$ cat src/rtl/permutation_sequencer_if.sv
// Handshake and state bus between the Ascon top FSM / round datapath and
// the permutation sequencer.
interface permutation_sequencer_if;
    logic         start_i;
    logic         mode_i;
    logic [319:0] state_i;
    logic [319:0] perm_state_i;
    logic [319:0] perm_state_o;
    logic [3:0]   round_o;
    logic         ready_o;
    logic         busy_o;
    logic         valid_o;
    logic [319:0] state_o;

    // Sequencer side
    modport slave (
        input  start_i, mode_i, state_i, perm_state_i,
        output perm_state_o, round_o, ready_o, busy_o, valid_o, state_o
    );

    // Controller / datapath side
    modport master (
        output start_i, mode_i, state_i, perm_state_i,
        input  perm_state_o, round_o, ready_o, busy_o, valid_o, state_o
    );
endinterface

$ cat src/rtl/permutation_sequencer.sv
// Iterative round controller for the Ascon permutation: holds the 320-bit
// state, steps the round index through 12-N..11 and captures one round of
// the external combinational datapath per cycle.
module permutation_sequencer #(
    parameter int ROUNDS_A = 12,
    parameter int ROUNDS_B = 6
) (
    input  logic                    clock_i,
    input  logic                    reset_i,
    permutation_sequencer_if.slave  seq_if
);

    // Round counts outside 1..12 would start the counter outside 0..11.
    if (ROUNDS_A < 1 || ROUNDS_A > 12) begin : g_bad_rounds_a
        $error("permutation_sequencer: ROUNDS_A must be in 1..12");
    end
    if (ROUNDS_B < 1 || ROUNDS_B > 12) begin : g_bad_rounds_b
        $error("permutation_sequencer: ROUNDS_B must be in 1..12");
    end

    localparam logic [3:0] FIRST_A    = 4'(12 - ROUNDS_A);
    localparam logic [3:0] FIRST_B    = 4'(12 - ROUNDS_B);
    localparam logic [3:0] LAST_ROUND = 4'd11;

    typedef enum logic [1:0] {
        IDLE = 2'd0,
        RUN  = 2'd1,
        DONE = 2'd2
    } state_t;

    state_t       r_fsm;
    logic [319:0] r_state;
    logic [3:0]   r_round;
    logic         r_ready;
    logic         r_busy;
    logic         r_valid;
    logic [3:0]   w_first_round;

    // First round index of the requested permutation variant.
    assign w_first_round = seq_if.mode_i ? FIRST_B : FIRST_A;

    // Round FSM: owns state register, round counter and registered status flags.
    always_ff @(posedge clock_i) begin
        if (reset_i) begin
            r_fsm   <= IDLE;
            r_state <= '0;
            r_round <= '0;
            r_ready <= 1'b1;
            r_busy  <= 1'b0;
            r_valid <= 1'b0;
        end else begin
            case (r_fsm)
                IDLE: begin
                    if (seq_if.start_i) begin
                        r_state <= seq_if.state_i;
                        r_round <= w_first_round;
                        r_fsm   <= RUN;
                        r_ready <= 1'b0;
                        r_busy  <= 1'b1;
                    end
                end
                RUN: begin
                    r_state <= seq_if.perm_state_i;
                    if (r_round == LAST_ROUND) begin
                        r_fsm   <= DONE;
                        r_busy  <= 1'b0;
                        r_valid <= 1'b1;
                    end else begin
                        r_round <= r_round + 4'd1;
                    end
                end
                DONE: begin
                    r_fsm   <= IDLE;
                    r_round <= '0;
                    r_valid <= 1'b0;
                    r_ready <= 1'b1;
                end
                default: begin
                    r_fsm   <= IDLE;
                    r_round <= '0;
                    r_ready <= 1'b1;
                    r_busy  <= 1'b0;
                    r_valid <= 1'b0;
                end
            endcase
        end
    end

    // The counter saturates at 11 by construction; 12..15 indicate corruption.
    a_round_range: assert property (@(posedge clock_i) disable iff (reset_i)
        r_round <= LAST_ROUND)
        else $error("permutation_sequencer: round counter out of range");

    assign seq_if.perm_state_o = r_state;
    assign seq_if.state_o      = r_state;
    assign seq_if.round_o      = r_round;
    assign seq_if.ready_o      = r_ready;
    assign seq_if.busy_o       = r_busy;
    assign seq_if.valid_o      = r_valid;

endmodule
$ cat src/flat_wrapper.sv
// flat-port wrapper written by rule: the top's interface ports become plain ports
module permutation_sequencer_flat 
#(
    parameter int ROUNDS_A = 12,
    parameter int ROUNDS_B = 6
)
  (clock_i, reset_i, seq_if_start_i, seq_if_mode_i, seq_if_state_i, seq_if_perm_state_i, seq_if_perm_state_o, seq_if_round_o, seq_if_ready_o, seq_if_busy_o, seq_if_valid_o, seq_if_state_o);
  permutation_sequencer_if seq_if_i ();
  input  logic clock_i;
  input  logic reset_i;
  input wire logic [$bits(seq_if_i.start_i)-1:0] seq_if_start_i;
  input wire logic [$bits(seq_if_i.mode_i)-1:0] seq_if_mode_i;
  input wire logic [$bits(seq_if_i.state_i)-1:0] seq_if_state_i;
  input wire logic [$bits(seq_if_i.perm_state_i)-1:0] seq_if_perm_state_i;
  output wire logic [$bits(seq_if_i.perm_state_o)-1:0] seq_if_perm_state_o;
  output wire logic [$bits(seq_if_i.round_o)-1:0] seq_if_round_o;
  output wire logic [$bits(seq_if_i.ready_o)-1:0] seq_if_ready_o;
  output wire logic [$bits(seq_if_i.busy_o)-1:0] seq_if_busy_o;
  output wire logic [$bits(seq_if_i.valid_o)-1:0] seq_if_valid_o;
  output wire logic [$bits(seq_if_i.state_o)-1:0] seq_if_state_o;
  assign seq_if_i.start_i = seq_if_start_i;
  assign seq_if_i.mode_i = seq_if_mode_i;
  assign seq_if_i.state_i = seq_if_state_i;
  assign seq_if_i.perm_state_i = seq_if_perm_state_i;
  assign seq_if_perm_state_o = seq_if_i.perm_state_o;
  assign seq_if_round_o = seq_if_i.round_o;
  assign seq_if_ready_o = seq_if_i.ready_o;
  assign seq_if_busy_o = seq_if_i.busy_o;
  assign seq_if_valid_o = seq_if_i.valid_o;
  assign seq_if_state_o = seq_if_i.state_o;
  permutation_sequencer #(.ROUNDS_A(ROUNDS_A), .ROUNDS_B(ROUNDS_B)) u_core (.clock_i(clock_i), .reset_i(reset_i), .seq_if(seq_if_i));
endmodule
$ cat config.mk
export PLATFORM = sky130hd
export DESIGN_NAME = permutation_sequencer_flat
export DESIGN_NICKNAME = d
export VERILOG_FILES = /design/src/rtl/permutation_sequencer_if.sv /design/src/rtl/permutation_sequencer.sv /design/src/flat_wrapper.sv
export SDC_FILE = /design/constraint.sdc
export NUM_CORES = 1
export LEC_CHECK = 0
export BUFFER_PORTS_ARGS = -buffer_cell sky130_fd_sc_hd__buf_2
export CORE_AREA = 2 2 496 498
export CTS_BUF_LIST = sky130_fd_sc_hd__clkbuf_4 sky130_fd_sc_hd__clkbuf_8
export DETAILED_ROUTE_END_ITERATION = 10
export DIE_AREA = 0 0 498 500
export PLACE_DENSITY_LB_ADDON = 0.2
export SKIP_CTS_REPAIR_TIMING = 1
export SLEW_MARGIN = 10
export SYNTH_ARGS = -nofsm -noshare
export SYNTH_HDL_FRONTEND = slang
export SYNTH_SLANG_ARGS = --single-unit
$ cat constraint.sdc
create_clock -name clock_i -period 2.17 [get_ports clock_i]
set_clock_uncertainty 0.05 [all_clocks]
set_input_delay 0.1085 -clock clock_i [delete_from_list [all_inputs] [get_ports clock_i]]
set_output_delay 0.1085 -clock clock_i [all_outputs]
set_load 0.03 [all_outputs]
* After elaboration in Yosys (flattened, before gate mapping) *
Cells that the tools add are included.

cells by class
  $add $sub $neg = 1
  eq/ne operators = 6
  multiplexer cells = 16
  bitwise gates (word level) = 3
  reductions and logical operators = 8

operators with widths
  cell                                                   number
  one-hot mux 320 bit (2 select lines)                   1
  two-way mux 320 bit                                    1
  AND reduction 2 bit                                    5
  two-way mux 4 bit                                      2
  one-hot mux 4 bit (2 select lines)                     1
  adder 4 x 1 -> 4 bit, second input constant            1
  == test 4 bit, second input constant                   1
  two-way mux 1 bit                                      4
  two-way mux 2 bit                                      2
  inequality test 2 bit, second input constant           2
  one-hot mux 1 bit (2 select lines)                     2
  one-hot mux 2 bit (2 select lines)                     1
  two-way mux 3 bit                                      1
  NOT 1 bit                                              3
  one-hot mux 1 bit (3 select lines)                     1
  AND reduction 3 bit                                    1
  == test 2 x 1 -> 1 bit, second input constant          1
  == test 2 bit, second input constant                   1
  logical NOT 2 bit                                      1
  inequality test 2 x 1 -> 1 bit, second input constant  1
  nonzero test 2 bit                                     1

word-level totals
  register bits after elaboration = 329
  bits of input ports = 644
  logic and storage cells = 40

* Longest topological paths before layout *
  word-level depth = 3
  gate-level depth with buffers = 6
  gate-level depth less buffers = 4

* Worst setup path after synthesis *
OpenSTA, ideal clock, no wires.

  kind = reg-to-reg
  from = register u_core.r_round[0] (netlist: u_core.seq_if.round_o[0])
  to = register u_core.r_round[1] (netlist: u_core.seq_if.round_o[1])
  setup time = 0.119 ns
  data arrival time = 1.202 ns
  data required time = 2.001 ns
  slack = 0.799 ns
  cell stages (with the launch flop) = 5
  path buffers = 0
  path through = dfxtp_1 -> ha_1 -> mux2_2 -> nand2_1 -> mux2i_1

between the ends
  word-level cells in the longest chain between the ends = 3

RTL lines
  what                                                                       RTL line                                                  text
  start, declared                                                            permutation_sequencer.sv:33                               logic [3:0] r_round;
  start signal, assigned                                                     permutation_sequencer.sv:56                               r_round <= w_first_round;
  start signal, assigned                                                     permutation_sequencer.sv:69                               r_round <= r_round + 4'd1;
  adder 4 x 1 -> 4 bit or == test 4 bit (tied branches)                      permutation_sequencer.sv:69, permutation_sequencer.sv:64
  two-way mux 4 bit or inequality test 2 bit (tied branches)                 n/a
  one-hot mux 4 bit (2 select lines) or AND reduction 2 bit (tied branches)  n/a

Parallel ways exist; a longest one is shown, timed or not. The select of a mux whose other input is x is not followed.
A chain may end at the register's enable or synchronous reset.

* Worst setup path in the final report *
  from = register u_core.r_state[112] (netlist: u_core.seq_if.perm_state_o[112])
  to = output seq_if_perm_state_o[112]

RTL lines
  what                    RTL line                     text
  start, declared         permutation_sequencer.sv:32  logic [319:0] r_state;
  start signal, assigned  permutation_sequencer.sv:55  r_state <= seq_if.state_i;
  start signal, assigned  permutation_sequencer.sv:63  r_state <= seq_if.perm_state_i;
  end, declared           flat_wrapper.sv:15           output wire logic [$bits(seq_if_i.perm_state_o)-1:0] seq_if_perm_state_o;

No word-level cell between the ends.

==> flow_summary.yaml <==
routing:
  drc: 0
  wl_per_cell_um: 23.6
  vias_per_cell: 3.16
  dr.pass1.iters: 7
  via_count: 22300
  postRouteAntennaNets: 0
  wl_um: 166000
  drtIter0Drc: 1350
timing:
  fin_hold_ws_ns: 0.0844
  tns_ns: 0
  period_needed_ns: 1.91
  finalCritPeriodShare_pct: 87.8
  maxSlewHeadroom_pct: 57.2
  fmax_ghz: 0.525
  final-setup-viol-count: 0
  hold_violations: 0
  rsz0062_at_grt: "false"
  tightest_slew_ns: 0.642
  slew_violations: 0
floorplanning:
  rows: 182
  die_h_um: 500
  core_area_mm2: 0.244
  initial_core_util_pct: 6.79
  die_width_um: 498
  dieArea_mm2: 0.249
  ios: 1291
power:
  power.density_mw_per_mm2: 703
  ir_drop_mv: 0.309
  leakagePower_nw: 15.0
synthesis:
  synth_cells: 2147
  synth.most_common_cell: "nand2_1"
  synth_area_leaders: "dfxtp_1 (40%), a311oi_1 (17%), buf_4 (16%)"
  syn-num-nets: 2792
  synth_flop_cell: "dfxtp_1"
  ys_top_cells_by_count: "nand2_1 (644), buf_4 (345), dfxtp_1 (329), nor2_1 (324), a311oi_1 (321)"
  synth.avg_cell_area_um2: 7.73
  ys_seq_area_share_pct: 39.7
  synth_area_leader_cell: "dfxtp_1"
  ys_seq_elements: 329
  async_reset_ff_share_pct: 0
  synth-edff-count: 0
  netlist_area_mm2: 0.0166
  ys_types: 30
  synth_top_area_share_pct: 39.7
  yosysWarnings: 0
clocking:
  path_clk_slew_ns: 0.06
  cts_buffer_depth: 3
  htree_levels: 3
  cts_made_buffers: 74
  root_buffer: "clkbuf_8"
  cts_tree: "done"
  cts_sinks: 329
  insertion_delay_ns: 0.78
worst_setup_path:
  reg2reg_depth: 5
  crit_family: "flip-flops"
  r2r_end: "u_core.seq_if.perm_state_o[173]"
  reg2reg_slack_ns: 0.29
  crit_buf_inv: 1
  worstSetupPathType: "reg2out"
  path_cells: "buf_2"
  r2r-start: "u_core.r_fsm[1]"
  worstPathRequired_ns: 2.01
  startpoint_type: "flip-flop"
  cp_max_fo: 3
  cp_slowest_cell: "dfxtp_1"
  crit_path_end_kind: "primary output"
  max_stage_delay_ns: 0.66
  cp_data_arrival_time_ns: 1.75
grt:
  track_usage_pct: 12.6
  grt_pass1_vias: 19600
  grt_overflow_total: 0
  antenna_found_initial: 87
  grt_pass1_wl_um: 208000
  grt_max_degree: 83
hold_path:
  worstHoldStart: "seq_if_perm_state_i[237]"
  holdCritPathClass: "in2reg"
  hold_path_depth: 4
  whs_endpoint: "u_core.seq_if.perm_state_o[237]"
placed_design:
  placedCellCount: 6226
  dp_hpwl_um: 141000
  io_buffers: 1290
  gp_congestion: 0.844
final_layout:
  final_cells: 7043
  drive_above_1_share_pct: 39.5
  syn2layout_area_growth_pct: 97.4
  layout.nets: 4373
status:
  status: "completed"
run:
  max-cap-violations: 0
[stage by stage]
| stage | setup slack [ns] | power (mW) | cell area [µm²] | util [%] |
|---|---|---|---|---|
| after floorplan | 0.799 | 11.3 | 16600 | - |
| after global placement | 0.275 | 14.2 | 24600 | 10.1 |
| after detailed placement | 0.232 | 14.2 | 24600 | 10.1 |
| after CTS | 0.0120 | 22.6 | 26200 | 10.7 |
| after global routing | 0.0586 | 24.2 | 32700 | 13.4 |
| final | 0.265 | 23.0 | 32700 | 13.4 |
[worst max path at each step]
stage	startpoint	endpoint	slack [ns]	cells after the start
after floorplan	u_core.seq_if.round_o[0]	u_core.seq_if.round_o[1]	0.80	4
after global routing	u_core.r_fsm[1]	u_core.seq_if.perm_state_o[172]	0.06	5
after CTS	u_core.seq_if.perm_state_o[112]	seq_if_state_o[112]	0.01	1
final	u_core.seq_if.perm_state_o[112]	seq_if_perm_state_o[112]	0.26	1
after detailed placement	u_core.r_fsm[1]	u_core.seq_if.perm_state_o[204]	0.23	5
after global placement	u_core.r_fsm[0]	u_core.seq_if.perm_state_o[236]	0.27	5
[placed cells by master, fill, tap and decap left out, types with 2 or more instances in the layout]
master         count
dfxtp_1          329
a311oi_1         321
clkbuf_4          25
diode_2           45
buf_4             44
inv_1              3
mux2i_1            2
buf_12            26
clkbuf_8          91
o21ai_0            2
inv_6              2
nand2_1          644
clkinv_2           2
a21oi_1            2
clkinvlp_4         3
dlygate4sd3_1    646
bufinv_16          2
buf_2           1289
nor2_1           324
[cell type report]
| cell class | instances | area, µm² |
|---|---|---|
| diodes | 45 | 113 |
| inverters | 3 | 11.3 |
| clock buffers | 116 | 1440 |
| fillers | 28300 | 212000 |
| repair buffers | 2006 | 13800 |
| flip-flops and latches | 329 | 6590 |
| well taps | 3220 | 4030 |
| clock inverters | 10 | 121 |
| multi-input cells | 1314 | 6660 |
[kinds of logic (layout without fill, tap and decap cells)]
group                      Yosys count  count (layout)  synth area share [%]
AOI/OAI and AO/OA                  330             330                  17.3
other                                0              45                     0
adders and majority gates            1               1                0.0754
and+or+nand+nor                    980             980                  22.4
buffers and inverters              504            2135                  20.3
muxes                                3               3                 0.189
DFF                                329             329                  39.7
[power by group]
part           switching, mW  internal, mW  total, mW
logic                   5.15          2.54       7.69
registers              0.693          6.60       7.29
clock network           3.62          4.43       8.04
total                   9.46          13.6       23.0
[sequential cells by signal, indices dropped and copies added (netlist names)]
signal                      cells
u_core.seq_if.busy_o            1
u_core.seq_if.ready_o           1
u_core.seq_if.round_o           4
u_core.r_fsm                    2
u_core.seq_if.perm_state_o    320
u_core.seq_if.valid_o           1
[layer usage]
layer / vias to the layer above / global-route usage [%] / wire (µm)
li1: 10300 / - / -
met1: 10600 / 15.2 / 71400
met2: 1161 / 19.1 / 71100
met3: 247 / 7.40 / 19100
met4: 54 / 3.19 / 4400
met5: - / 0 / 354
Note: power is estimated with default switching activity, not from simulation.
